<file path="src/rtl/mem_access_ctrl.sv">
// Bus-initiator controller for a 16x8 async-read, level-write memory: one load/store
// request at a time, optional one-level indirection, registered memory pin sequencing.
module mem_access_ctrl #(
  parameter int ADDR_W  = 4,
  parameter int DATA_W  = 8,
  parameter int RD_WAIT = 0
) (
  input  logic              clk,
  input  logic              rst_n,
  input  logic              req_valid,
  output logic              req_ready,
  input  logic              req_write,
  input  logic              req_indirect,
  input  logic [ADDR_W-1:0] req_addr,
  input  logic [DATA_W-1:0] req_wdata,
  output logic              rsp_valid,
  input  logic              rsp_ready,
  output logic [DATA_W-1:0] rsp_rdata,
  output logic [ADDR_W-1:0] rsp_eff_addr,
  output logic [ADDR_W-1:0] mem_address,
  output logic              mem_read,
  output logic              mem_write,
  output logic [DATA_W-1:0] mem_data_in,
  input  logic [DATA_W-1:0] mem_data_out
);

  typedef enum logic [2:0] {
    IDLE,
    PTR_RD,
    DATA_RD,
    WR_SETUP,
    WR_PULSE,
    WR_HOLD,
    RESP
  } state_t;

  localparam logic [2:0] RD_LAST = 3'(RD_WAIT);

  state_t            state, next_state;
  logic              accept, launch, is_read, rd_last;
  logic              op_write, op_indirect;
  logic [ADDR_W-1:0] op_addr, eff_addr, eff_next;
  logic [DATA_W-1:0] op_wdata;
  logic [2:0]        rd_cnt;

  assign accept  = req_valid && req_ready;
  assign is_read = (state == PTR_RD) || (state == DATA_RD);
  assign rd_last = is_read && (rd_cnt == RD_LAST);

  always_comb begin
    next_state = state;
    eff_next   = eff_addr;
    case (state)
      IDLE: begin
        // the accepted request is launched one cycle later, from the captured copy
        if (launch) begin
          if (op_indirect)   next_state = PTR_RD;
          else if (op_write) next_state = WR_SETUP;
          else               next_state = DATA_RD;
        end
      end
      PTR_RD: begin
        if (rd_last) begin
          eff_next   = mem_data_out[ADDR_W-1:0];
          next_state = op_write ? WR_SETUP : DATA_RD;
        end
      end
      DATA_RD:  if (rd_last) next_state = RESP;
      WR_SETUP: next_state = WR_PULSE;
      WR_PULSE: next_state = WR_HOLD;
      WR_HOLD:  next_state = RESP;
      RESP:     if (rsp_valid && rsp_ready) next_state = IDLE;
      default:  next_state = IDLE;
    endcase
  end

  always_ff @(posedge clk or negedge rst_n) begin
    if (!rst_n) begin
      state       <= IDLE;
      launch      <= 1'b0;
      op_write    <= 1'b0;
      op_indirect <= 1'b0;
      op_addr     <= '0;
      op_wdata    <= '0;
      eff_addr    <= '0;
      rd_cnt      <= '0;
    end else begin
      state  <= next_state;
      launch <= accept;
      if (accept) begin
        op_write    <= req_write;
        op_indirect <= req_indirect;
        op_addr     <= req_addr;
        op_wdata    <= req_wdata;
        eff_addr    <= req_addr;
      end else begin
        eff_addr <= eff_next;
      end
      rd_cnt <= (is_read && !rd_last) ? rd_cnt + 3'd1 : '0;
    end
  end

  // Pin registers load from next_state so each pin level coincides with its state.
  always_ff @(posedge clk or negedge rst_n) begin
    if (!rst_n) begin
      req_ready    <= 1'b1;
      mem_address  <= '0;
      mem_read     <= 1'b0;
      mem_write    <= 1'b0;
      mem_data_in  <= '0;
      rsp_valid    <= 1'b0;
      rsp_rdata    <= '0;
      rsp_eff_addr <= '0;
    end else begin
      req_ready <= (next_state == IDLE) && !accept;
      mem_read  <= (next_state == PTR_RD) || (next_state == DATA_RD);
      mem_write <= (next_state == WR_PULSE);
      rsp_valid <= (next_state == RESP);
      case (next_state)
        PTR_RD:                              mem_address <= op_addr;
        DATA_RD, WR_SETUP, WR_PULSE, WR_HOLD: mem_address <= eff_next;
        default: ;
      endcase
      if (next_state == WR_SETUP) mem_data_in <= op_wdata;
      if ((state == DATA_RD) && rd_last) rsp_rdata <= mem_data_out;
      if (state == WR_HOLD) rsp_rdata <= op_wdata;
      if ((next_state == RESP) && (state != RESP)) rsp_eff_addr <= eff_addr;
    end
  end

endmodule

</file>
<file path="config.mk">
export PLATFORM = sky130hd
export DESIGN_NAME = mem_access_ctrl
export DESIGN_NICKNAME = d
export VERILOG_FILES = /design/src/rtl/mem_access_ctrl.sv
export SDC_FILE = /design/constraint.sdc
export NUM_CORES = 1
export LEC_CHECK = 0
export CORE_ASPECT_RATIO = 1.2
export CORE_MARGIN = 3
export CORE_UTILIZATION = 53
export CTS_CLUSTER_SIZE = 25
export DETAILED_ROUTE_END_ITERATION = 16
export PLACE_DENSITY = 0.87
export RECOVER_POWER = 50
export SYNTH_ARGS = -nofsm -noshare
export SYNTH_HDL_FRONTEND = slang
export SYNTH_SLANG_ARGS = --single-unit
</file>
<file path="constraint.sdc">
create_clock -name clk -period 4.4 [get_ports clk]
set_clock_uncertainty 0.2 [all_clocks]
set_input_delay 0.88 -clock clk [delete_from_list [all_inputs] [get_ports clk]]
set_output_delay 0.88 -clock clk [all_outputs]
set_load 0.1 [all_outputs]
</file>
==> results.cfg <==
[logic_synthesis]
synthArstFlopShare_pct = 100
synth_flop_cell = dfrtp_1
synth-edff-count = 0
syn_inst = 184
synth_cell_types = 37
ys_ff_latch = 53
syn_area_per_cell_um2 = 12.9
synthesis.nets = 212
yosysSeqAreaShare_pct = 56.1
ys_warn_count = 0
syn-cell-area_um2 = 2370

[sta]
rsz0062_at_grt = false
fin_crit_ns = 3.05
tns_ns = 0
worst_pin_slew_ns = 0.980
slew_viol_final = 0
hold_viol = 0
fmax_mhz = 328
timing.final.crit_share_pct = 69.4
max-slew-margin-rel_pct = 34.5
finalSetupViolations = 0

[critical_path]
startpoint = req_ready
worstSetupEndpointType = output port
critPathBufInv = 1
cp.required_ns = 3.32
worstSetupStartpointType = register
path_delay_family = buffers and inverters
cpMaxStageDelayCell = clkdlybuf4s50_1
crit_type = reg -> out
r2r-start = state[2]
crit_path_cell_trace = clkdlybuf4s50_1
slowest_delay_ns = 1.12
cp_data_arrival_time_ns = 1.97
crit_fanout = 2

[global_routing]
busiest_layer = met2
met2_usage_pct = 33.7
grt_start_max_net_pins = 54
track_usage_pct = 19.5
gr-usage-met1_pct = 23.4
grt_overflow_total = 0
antenna_found_initial = 0
grt_pass1_vias = 1667
grt_pass1_wl_um = 7710
use_met3_pct = 3.82

[cts]
cts.htree.levels = 2
tritoncts = done
cts.clk_slew.worst_paths_ns = 0.09
cts_resized = 0
cts.sinks = 53
clk_latency_ns = 0.30
postCtsSetupBuffers = 0
cts_buffers = 5
clk_path_buf_depth = 2
ctsHoldBuffers = 0
cts_root_buf = clkbuf_8

[route]
ant_nets = 0
drt_iter0_drc = 111
drcViolationCount = 0
via_per_inst = 5.43
routedWlPerCell_um = 16.1
firstDrtPassIters = 4
vias = 1603
wirelength_um = 4740

[layout]
diodes = 0
final_common_cell = dfrtp_1
final_nets = 266
fillCellCount = 339
drive_gt1_share_pct = 19.7
area_growth_pct = 27.2
final_cell_mix = dfrtp_1 (52), clkdlybuf4s50_1 (51), mux2_2 (26), mux2i_1 (18), nor2_1 (17)

[min_path]
min_from = op_addr[1]
hold_path.class = reg -> reg

[floorplan]
die_w_um = 67.0
die_y_um = 79.2
die-area_um2 = 5310
start_util_pct = 55.1
io_pins = 54
num_rows = 26
fp.coreArea_um2 = 4290

[job]
maxCapViolCount = 0

[placement]
io_buffers = 53
globalplace.congestion = 0.826
dp_hpwl_um = 3350

[status]
outcome = finished clean
-- layout make-up --
class	count	area, µm²	area share (%)
Clock buffer	7	96.3	3.20
Clock inverter	1	5.00	0.166
Inverter	7	26.3	0.873
Multi-Input combinational cell	116	948	31.5
Sequential cell	53	1330	44.1
Tap cell	56	70.1	2.33
Timing Repair Buffer	55	537	17.8
-- kinds of logic after synthesis --
logic type               after synthesis  share of synthesized area (%)
AO/OA/AOI/OAI                         25                           7.46
AND/OR/NAND/NOR                       44                           11.1
buffers and inverters                 15                           3.70
adder cells (fa/ha/maj)                2                           1.06
flip-flops                            53                           56.1
multiplexers                          45                           20.6
-- sequential cells by signal, indices dropped and copies added, names as in the netlist, 3 cells and up --
| signal | flops |
|---|---|
| eff_addr | 4 |
| mem_address | 4 |
| mem_data_in | 8 |
| op_addr | 4 |
| op_wdata | 8 |
| rd_cnt | 3 |
| rsp_eff_addr | 4 |
| rsp_rdata | 8 |
| state | 3 |
-- worst paths after layout --
path                                  endpoint  slack (ns)  cells past startpoint
max in group asynchronous         rsp_rdata[1]        3.09                      2
worst min-delay path                op_addr[1]        0.32                      1
worst max register to register  mem_data_in[4]        1.51                      6
worst min register to register      op_addr[1]        0.32                      1
worst max-delay path                 req_ready        1.35                      1
min in group asynchronous             op_write        0.48                      2
-- worst register-to-register path, stage by stage (launching register included) --
cell      delay (ns)
dfrtp_1         0.52
nand3b_1        0.60
o41ai_2         0.25
nor3_4          0.46
inv_1           0.13
nand2_2         0.24
mux2_2          0.37
-- cell usage after synthesis (2+ instances only) --
cell type / count / area [µm²]
dfrtp_1: 52 / 1300
mux2_2: 26 / 293
mux2i_1: 18 / 180
nor2_1: 16 / 60.1
a21oi_1: 14 / 70.1
and3_1: 7 / 43.8
inv_1: 6 / 22.5
a221o_1: 4 / 40.0
buf_6: 4 / 45.0
nand3_1: 4 / 20.0
clkbuf_1: 2 / 7.51
ha_1: 2 / 25.0
nand2_1: 2 / 7.51
nand2b_1: 2 / 12.5
nor3_4: 2 / 32.5
or2b_1: 2 / 15.0
-- per-layer routing --
| layer | part of all wire [%] | up-vias |
|---|---|---|
| li1 | - | 753 |
| met1 | 41 | 794 |
| met5 | 0 | - |
| met2 | 54 | 46 |
| met4 | 2.0 | 0 |
| met3 | 3.7 | 10 |
-- per-stage QoR --
step                      instances  utilization, %  worst slack (ns)  area [µm²]  hold slack (ns)
after global routing            295            70.1              1.30        3010            0.347
after global placement          287            68.0              1.30        2920            0.290
after CTS                       295            70.4              1.34        3020            0.315
after floorplan                 184               -              1.92        2370            0.279
final                           295            70.1              1.35        3010            0.316
after detailed placement        287            68.0              1.18        2920            0.295
Power is left out: the tool's default activity adds up to more than one toggle a clock period on the data nets, which glitch-free logic cannot reach.
